[src/rtl/icache_fetch_pkg.sv]
// Shared types and defaults for the direct-mapped instruction fetch cache.
package icache_fetch_pkg;

  localparam logic [31:0] PC_INITIAL_ADDRESS = 32'h8000_0000;

  localparam int ICACHE_LINES = 16;
  localparam int ICACHE_WORDS = 4;

  typedef enum logic [1:0] {
    S_IDLE = 2'd0,
    S_REQ  = 2'd1,
    S_FILL = 2'd2
  } icache_state_t;

endpackage

[src/rtl/icache_refill_fsm.sv]
// Line refill sequencer: bus request handshake, beat counting and deferred flush.
module icache_refill_fsm
  import icache_fetch_pkg::*;
#(
  parameter int WORDS  = ICACHE_WORDS,
  parameter int ADDR_W = 32,
  localparam int WORD_W = $clog2(WORDS)
) (
  input  logic              clk,
  input  logic              rst,
  input  logic              miss,
  input  logic              flush,
  input  logic [ADDR_W-1:0] miss_line_addr,
  input  logic              mem_req_ready,
  input  logic              mem_resp_valid,
  output logic              busy,
  output logic              flush_pending,
  output logic              mem_req_valid,
  output logic [ADDR_W-1:0] mem_req_addr,
  output logic              fill_we,
  output logic [WORD_W-1:0] fill_word,
  output logic              tag_we,
  output logic              set_valid,
  output logic              clear_valid
);

  localparam logic [WORD_W-1:0] LAST_BEAT = WORD_W'(WORDS - 1);

  icache_state_t     state_q, state_d;
  logic [WORD_W-1:0] beat_q, beat_d;
  logic [ADDR_W-1:0] line_q, line_d;
  logic              flush_pending_q, flush_pending_d;

  always_ff @(posedge clk) begin
    if (rst) begin
      state_q         <= S_IDLE;
      beat_q          <= '0;
      line_q          <= '0;
      flush_pending_q <= 1'b0;
    end else begin
      state_q         <= state_d;
      beat_q          <= beat_d;
      line_q          <= line_d;
      flush_pending_q <= flush_pending_d;
    end
  end

  // A flush seen mid-refill suppresses the fill's valid bit and wipes everything on exit.
  always_comb begin
    state_d         = state_q;
    beat_d          = beat_q;
    line_d          = line_q;
    flush_pending_d = flush_pending_q;
    mem_req_valid   = 1'b0;
    fill_we         = 1'b0;
    tag_we          = 1'b0;
    set_valid       = 1'b0;
    clear_valid     = 1'b0;
    case (state_q)
      S_IDLE: begin
        if (flush) clear_valid = 1'b1;
        if (miss) begin
          line_d  = miss_line_addr;
          state_d = S_REQ;
        end
      end
      S_REQ: begin
        mem_req_valid = 1'b1;
        if (flush) flush_pending_d = 1'b1;
        if (mem_req_ready) begin
          beat_d  = '0;
          state_d = S_FILL;
        end
      end
      S_FILL: begin
        if (flush) flush_pending_d = 1'b1;
        if (mem_resp_valid) begin
          fill_we = 1'b1;
          if (beat_q == LAST_BEAT) begin
            tag_we          = 1'b1;
            set_valid       = !(flush_pending_q | flush);
            clear_valid     = flush_pending_q | flush;
            flush_pending_d = 1'b0;
            beat_d          = '0;
            state_d         = S_IDLE;
          end else begin
            beat_d = beat_q + 1'b1;
          end
        end
      end
      default: state_d = S_IDLE;
    endcase
  end

  assign busy          = (state_q != S_IDLE);
  assign flush_pending = flush_pending_q;
  assign mem_req_addr  = line_q;
  assign fill_word     = beat_q;

endmodule

[src/rtl/icache_fetch.sv]
// Direct-mapped instruction cache answering the predictor's PC stream with a
// registered instruction; misses stall the pipeline while one line is refilled.
module icache_fetch
  import icache_fetch_pkg::*;
#(
  parameter int LINES  = ICACHE_LINES,
  parameter int WORDS  = ICACHE_WORDS,
  parameter int ADDR_W = 32
) (
  input  logic              clk,
  input  logic              rst,
  input  logic              pipeline_en,
  input  logic [ADDR_W-1:0] fetch_pc,
  input  logic              fetch_en,
  input  logic              flush,
  output logic [31:0]       inst_out,
  output logic [ADDR_W-1:0] inst_pc,
  output logic              inst_valid,
  output logic              stall,
  output logic              mem_req_valid,
  output logic [ADDR_W-1:0] mem_req_addr,
  input  logic              mem_req_ready,
  input  logic              mem_resp_valid,
  input  logic [31:0]       mem_resp_data
);

  localparam int WORD_W = $clog2(WORDS);
  localparam int IDX_W  = $clog2(LINES);
  localparam int OFF_W  = WORD_W + 2;
  localparam int TAG_W  = ADDR_W - OFF_W - IDX_W;

  logic [WORD_W-1:0] fetch_word;
  logic [IDX_W-1:0]  fetch_idx;
  logic [TAG_W-1:0]  fetch_tag;
  logic              unused_offset;

  assign fetch_word    = fetch_pc[2 +: WORD_W];
  assign fetch_idx     = fetch_pc[OFF_W +: IDX_W];
  assign fetch_tag     = fetch_pc[ADDR_W-1 -: TAG_W];
  assign unused_offset = ^fetch_pc[1:0];

  logic [LINES-1:0] valid_q, valid_d;
  logic [TAG_W-1:0] tag_q  [LINES];
  logic [TAG_W-1:0] tag_d  [LINES];
  logic [31:0]      data_q [LINES][WORDS];
  logic [31:0]      data_d [LINES][WORDS];

  logic hit, miss;
  assign hit  = fetch_en & valid_q[fetch_idx] & (tag_q[fetch_idx] == fetch_tag);
  assign miss = fetch_en & ~hit;

  logic              busy, flush_pending, fill_we, tag_we, set_valid, clear_valid;
  logic [WORD_W-1:0] fill_word;
  logic [ADDR_W-1:0] miss_line_addr;
  logic [IDX_W-1:0]  fill_idx;
  logic [TAG_W-1:0]  fill_tag;

  assign miss_line_addr = {fetch_tag, fetch_idx, {OFF_W{1'b0}}};
  assign fill_idx       = mem_req_addr[OFF_W +: IDX_W];
  assign fill_tag       = mem_req_addr[ADDR_W-1 -: TAG_W];

  icache_refill_fsm #(
    .WORDS  (WORDS),
    .ADDR_W (ADDR_W)
  ) u_refill (
    .clk            (clk),
    .rst            (rst),
    .miss           (miss),
    .flush          (flush),
    .miss_line_addr (miss_line_addr),
    .mem_req_ready  (mem_req_ready),
    .mem_resp_valid (mem_resp_valid),
    .busy           (busy),
    .flush_pending  (flush_pending),
    .mem_req_valid  (mem_req_valid),
    .mem_req_addr   (mem_req_addr),
    .fill_we        (fill_we),
    .fill_word      (fill_word),
    .tag_we         (tag_we),
    .set_valid      (set_valid),
    .clear_valid    (clear_valid)
  );

  // A flush pulse also stalls so a same-cycle hit cannot retire from a line being wiped.
  assign stall = busy | miss | flush_pending | flush;

  always_comb begin
    valid_d = valid_q;
    tag_d   = tag_q;
    data_d  = data_q;
    if (clear_valid) valid_d = '0;
    else if (set_valid) valid_d[fill_idx] = 1'b1;
    if (tag_we) tag_d[fill_idx] = fill_tag;
    if (fill_we) data_d[fill_idx][fill_word] = mem_resp_data;
  end

  always_ff @(posedge clk) begin
    if (rst) valid_q <= '0;
    else     valid_q <= valid_d;
  end

  always_ff @(posedge clk) begin
    tag_q  <= tag_d;
    data_q <= data_d;
  end

  logic [31:0]       inst_out_q, inst_out_d;
  logic [ADDR_W-1:0] inst_pc_q, inst_pc_d;
  logic              inst_valid_q, inst_valid_d;

  always_comb begin
    inst_out_d   = inst_out_q;
    inst_pc_d    = inst_pc_q;
    inst_valid_d = inst_valid_q;
    if (pipeline_en && !stall) begin
      if (hit) begin
        inst_out_d   = data_q[fetch_idx][fetch_word];
        inst_pc_d    = fetch_pc;
        inst_valid_d = 1'b1;
      end else if (!fetch_en) begin
        inst_valid_d = 1'b0;
      end
    end
  end

  always_ff @(posedge clk) begin
    if (rst) begin
      inst_out_q   <= '0;
      inst_pc_q    <= ADDR_W'(PC_INITIAL_ADDRESS);
      inst_valid_q <= 1'b0;
    end else begin
      inst_out_q   <= inst_out_d;
      inst_pc_q    <= inst_pc_d;
      inst_valid_q <= inst_valid_d;
    end
  end

  assign inst_out   = inst_out_q;
  assign inst_pc    = inst_pc_q;
  assign inst_valid = inst_valid_q;

endmodule

[config.mk]
export PLATFORM = sky130hd
export DESIGN_NAME = icache_fetch
export DESIGN_NICKNAME = d
export VERILOG_FILES = /design/src/rtl/icache_fetch_pkg.sv /design/src/rtl/icache_refill_fsm.sv /design/src/rtl/icache_fetch.sv
export SDC_FILE = /design/constraint.sdc
export NUM_CORES = 2
export LEC_CHECK = 0
export CORE_MARGIN = 2
export CORE_UTILIZATION = 40
export DETAILED_ROUTE_END_ITERATION = 8
export GPL_ROUTABILITY_DRIVEN = 0
export PLACE_DENSITY = 0.55
export SLEW_MARGIN = 10
export SYNTH_ARGS = -nofsm -noshare
export SYNTH_HDL_FRONTEND = slang
export SYNTH_HIERARCHICAL = 1
export SYNTH_SLANG_ARGS = --single-unit
[constraint.sdc]
create_clock -name clk -period 5.4 [get_ports clk]
set_input_delay 1.08 -clock clk [delete_from_list [all_inputs] [get_ports clk]]
set_output_delay 1.08 -clock clk [all_outputs]
set_load 0.005 [all_outputs]
After elaboration in Yosys (flattened, before gate mapping)
Index checks and enable logic that the tools add are counted.

word-level totals
  flip-flop bits (word level) = 2,546
  input bits = 71
  output and inout port bits = 99
  word-level logic and storage cells = 184

operators by class
  add/subtract/negate cells = 1
  magnitude comparators = 9
  equal/unequal tests = 9
  multiplexer cells = 49
  bitwise operators = 13
  reduce and logical (&&, ||, !) cells = 15

operators with widths
  operator                                             count
  bitwise mux 2048 bit                                 1
  binary-select mux 128 bit (select 4 bit)             1
  demux 128 bit (select 4 bit)                         1
  bitwise mux 384 bit                                  1
  two-way mux 128 bit                                  3
  binary-select mux 24 bit (select 4 bit)              1
  demux 24 bit (select 4 bit)                          1
  two-way mux 32 bit                                   3
  two-way mux 24 bit                                   3
  binary-select mux 32 bit (select 2 bit)              1
  demux 32 bit (select 2 bit)                          1
  == test 24 bit                                       1
  two-way mux 1 bit                                    19
  bitwise OR 16 bit                                    1
  two-way mux 2 bit                                    7
  >= comparator 5 bit (second input constant)          2
  < comparator 4 x 5 -> 1 bit (second input constant)  2
  inverter 4 -> 5 bit                                  2
  >= comparator 3 bit (second input constant)          2
  inequality test 2 bit (second input constant)        3
  inverter 2 -> 3 bit                                  2
  case mux 2 bit (3 select lines)                      1
  AND reduction 2 bit                                  3
  < comparator 5 x 1 -> 1 bit (second input constant)  1
  20 further kinds                                     33

Logic depth before layout (Yosys ltp)
  word-level depth = 14
  mapped depth = 16
  mapped depth without buffers = 10

Cells and area by module
The synthesis kept the hierarchy.

by module, submodules not included
  module             times used  cells an instance  area each (µm²)  sequential area each (µm²)
  icache_fetch       1           4,073              96,578.9         74,651.6
  icache_refill_fsm  1           186                1,477.7          740.7

Worst setup path before layout
OpenSTA, ideal clock, no wires.

  kind = input to output
  start = in fetch_pc[4]
  end = out stall
  arrival = 3.395 ns
  data required time = 4.320 ns
  setup slack = 0.925 ns
  cell stages on the path = 8
  buffers on the path = 0
  cell sequence = mux4_2 -> a222oi_1 -> mux2_2 -> a2111oi_2 -> nor4b_4 -> and4b_1 -> a21boi_0 -> nand2b_1

on the way
  word-level cells in the longest chain between the ends = 11
  elaborated cells on any way between the ends = 14
  classes of those cells = 1 x eq/ne; 5 x mux; 8 x bitwise

RTL lines
  item                                                    RTL line            source
  from (decl)                                             icache_fetch.sv:13  input logic [ADDR_W-1:0] fetch_pc,
  inverter 4 -> 5 bit (not written as such)               icache_fetch.sv:49  assign hit = fetch_en & valid_q[fetch_idx] & (tag_q[fetch_idx] == fetch_tag);
  binary-select mux 24 bit (select 4 bit)                 icache_fetch.sv:49
  two-way mux 24 bit (not written as such) (2 in series)  icache_fetch.sv:49
  == test 24 bit                                          icache_fetch.sv:49
  bitwise AND 1 bit *                                     icache_fetch.sv:49
  inverter 1 bit *                                        icache_fetch.sv:50  assign miss = fetch_en & ~hit;
  bitwise AND 1 bit *                                     icache_fetch.sv:50
  named net miss                                          icache_fetch.sv:48  logic hit, miss;
  bitwise OR 1 bit * (3 in series)                        icache_fetch.sv:85  assign stall = busy | miss | flush_pending | flush;
  to (decl)                                               icache_fetch.sv:19  output logic stall,

Mark *: on every way through the listed nets, which the timed path passes. The rest lies on a longest branch. The select of a mux whose other input is x is not followed.

Worst setup path in the final report
  start = reg tag_q[249] in the netlist's numbering
  end = out stall

on the way
  word-level cells in the longest chain between the ends = 10

RTL lines
  item                                                    RTL line             source
  from (decl)                                             icache_fetch.sv:43   logic [TAG_W-1:0] tag_q [LINES];
  from (signal assigned)                                  icache_fetch.sv:103  tag_q <= tag_d;
  binary-select mux 24 bit (select 4 bit)                 icache_fetch.sv:49
  two-way mux 24 bit (not written as such) (2 in series)  icache_fetch.sv:49
  == test 24 bit                                          icache_fetch.sv:49
  bitwise AND 1 bit                                       icache_fetch.sv:49
  inverter 1 bit                                          icache_fetch.sv:50
  bitwise AND 1 bit                                       icache_fetch.sv:50
  named net miss                                          icache_fetch.sv:48
  bitwise OR 1 bit (3 in series)                          icache_fetch.sv:85

The timed path passes the listed nets, and every way through them passes these cells. The select of a mux whose other input is x is not followed.

==> results.cfg <==
[outcome]
status = finished, final reports clean

[critical_path]
worstSetupStartpointType = flop
crit_type = reg -> out
required_ps = 4320
path_max_fanout = 2
cp-end-kind = output port
arrival_ps = 4130

[pwr]
power_mw = 42.51
power.leakage_nw = 35.06
ir_drop_mv = 0.3234
p_per_area_nw_per_um2 = 373.5

[route]
final_antenna_net_count = 0
first_pass_iters = 5
wl_per_cell_um = 32.20
routed_wl_mm = 260.0
drcViolationCount = 0
drt_iter0_drc = 4988
num_vias = 46718
avgViaCountPerCell = 5.784

[logic_synthesis]
synth_most_common_cell = edfxtp_1
synth-seq-cells = 2550
synth-edff-count = 2432
syn_area_um2 = 98060
postSynthCellCount = 4259
synth.area.top_cells = edfxtp_1 74%, mux4_2 18%, dfxtp_1 2.4%, mux2i_1 0.56%, a21oi_1 0.54%
synth_area_per_cell_um2 = 23.02
yosysWarnings = 6
synth.distinct_cells = 70
yosys.area.top_type_share_pct = 74.48
synth_common_cells = 2432 x edfxtp_1, 764 x mux4_2, 119 x clkbuf_1
ys_async_sr_fraction_pct = 0
yosysTopAreaCell = edfxtp_1
ys_seq_area_share_pct = 76.89
synthFlopType = edfxtp_1

[final_layout]
area_growth_pct = 16.09
drive_gt1_share_pct = 30.48
nNetsFinal = 4747

[sta]
slew_headroom_pct = 16.15
timing.clock.skew_ps = 46.89
layout_min_cycle_time_ps = 5207
slew_viol_final = 0
max_slew.worst_pin.slew_ps = 1258
finalSetupViolations = 0
period_share_pct = 96.42
hold_slack_ps = 456.2
hold_viol = 0
fmax_ghz = 0.1921

[placed_design]
hpwl_mm = 150.9
portBuffers = 169

[clock_network]
cts_root_buf = clkbuf_16
cts.sinks = 2550
numCtsBuffers = 283
clk_latency_ps = 910
cts_tree = yes
clock_path_buffers = 4
cts_hold_buf = 0
cts.clk_slew.worst_paths_ps = 60
cts-htree-levels = 5

[floorplanning]
core_um2 = 243500
rows = 181
die_w_um = 499.1
die_area_um2 = 249100
die_y_um = 499.1
start_util_pct = 40.28
io_pins = 170

[global_routing]
grt_antenna_before_repair = 20
overflow = 0
grt_start_max_net_pins = 132
track_usage_pct = 20.82
grt_pass1_wl_mm = 368.5
grt_pass1_vias = 47987

[job]
maxCapViolations = 0

[min_path]
min_path_type = reg -> reg
-- layer usage --
metal  track usage [%]  vias to the layer above  routed length (um)
li1                  -                    19064                   -
met1             29.20                    25636              109900
met2             33.53                     1606              126000
met3             3.434                      396               15840
met4             6.460                       16                8135
met5                 0                        -                 113
-- area by class of cell --
class	count	area (um2)
fillers	19866	129600
clock inverters	114	863.3
diodes	6	15.01
clock buffers	370	7659
well taps	3202	4006
repair buffers	385	3834
flip-flops and latches	2550	75390
inverters	12	55.05
multi-input cells	1438	22000
-- power by group --
group          switching, mW  leakage, nW  internal, mW  total, mW
combinational           1.48         8.01         0.943       2.42
sequential             0.197         22.9          21.8       22.0
clock                   7.49         4.17          10.6       18.0
total                   9.17         35.1          33.3       42.5
-- sequential cells by signal, summed over array words and instances (netlist names) --
| signal | flops |
|---|---|
| tag_q | 384 |
| inst_out | 32 |
| valid_q | 16 |
| u_refill/flush_pending | 1 |
| u_refill/state_q | 2 |
| u_refill/fill_word | 2 |
| data_q | 2048 |
| inst_pc | 32 |
| u_refill/mem_req_addr | 32 |
| inst_valid | 1 |
-- cells in the final DEF (no fill, tap or decap), drive strengths merged, types with 4 or more instances in the layout --
cell type / n
clkdlybuf4s50: 129
diode: 6
conb: 4
and2: 4
dfxtp: 118
a41oi: 6
clkinvlp: 4
edfxtp: 2432
bufinv: 13
nor2: 111
inv: 17
nand3b: 7
clkbuf: 370
nor2b: 12
mux2: 7
and3: 4
mux4: 764
clkinv: 92
nand2: 95
xnor2: 23
nor3: 5
nand3: 19
buf: 255
a31oi: 11
o31ai: 65
nand4: 68
nor3b: 4
xor2: 9
ha: 6
a21oi: 105
mux2i: 55
-- worst paths after layout --
| check | startpoint | end | slack (ps) | cells after the start |
|---|---|---|---|---|
| max reg2reg | tag_q[249]$_DFFE_PP_ | inst_out[27]$_SDFFE_PP0P_ | 1200 | 11 |
| min | u_refill/mem_req_addr[3]$_SDFFE_PP0P_ | u_refill/mem_req_addr[3]$_SDFFE_PP0P_ | 460 | 2 |
| max | tag_q[249]$_DFFE_PP_ | stall | 190 | 10 |
| min reg2reg | u_refill/mem_req_addr[3]$_SDFFE_PP0P_ | u_refill/mem_req_addr[3]$_SDFFE_PP0P_ | 460 | 2 |
-- metrics by stage --
stage	util (%)	setup slack, ps	TNS [ps]	cells	area, um2
finish	46.76	193.4	0	8077	113800
global route	46.75	-9.154	-9.154	8072	113800
CTS	46.72	99.40	0	8068	113700
floorplan	-	925.0	0	4262	98070
global placement	43.21	-323.3	-330.1	7583	105200
detailed placement	43.21	-271.1	-271.1	7583	105200
-- what timing repair did --
action,in CTS,in global routing
buffers inserted,1,1
cloned,0,0
gates resized for setup,5,4
pin swaps,2,2
endpoints found under the setup margin,1,1
-- logic make-up after synthesis --
family                     after synthesis  synth area share, %
muxes                                  826                18.19
AOI/OAI and AO/OA                      221                1.452
buffers and inverters                  274                1.359
xor gates and xnor gates                32               0.2858
adders and majority gates                6              0.07656
other                                    1             0.003824
and+or+nand+nor                        349                1.747
DFF                                   2550                76.89
-- critical path, stage by stage (launching register included) --
cell and delay (ps):
edfxtp_1 390, mux4_2 470, a222oi_1 370, mux2_2 430, a2111oi_4 310, nor4b_4 300, and4b_4 320, a21boi_0 100
buf_4 170, nand2b_1 150, clkdlybuf4s15_1 230
Note: power is estimated with default switching activity, not from simulation.
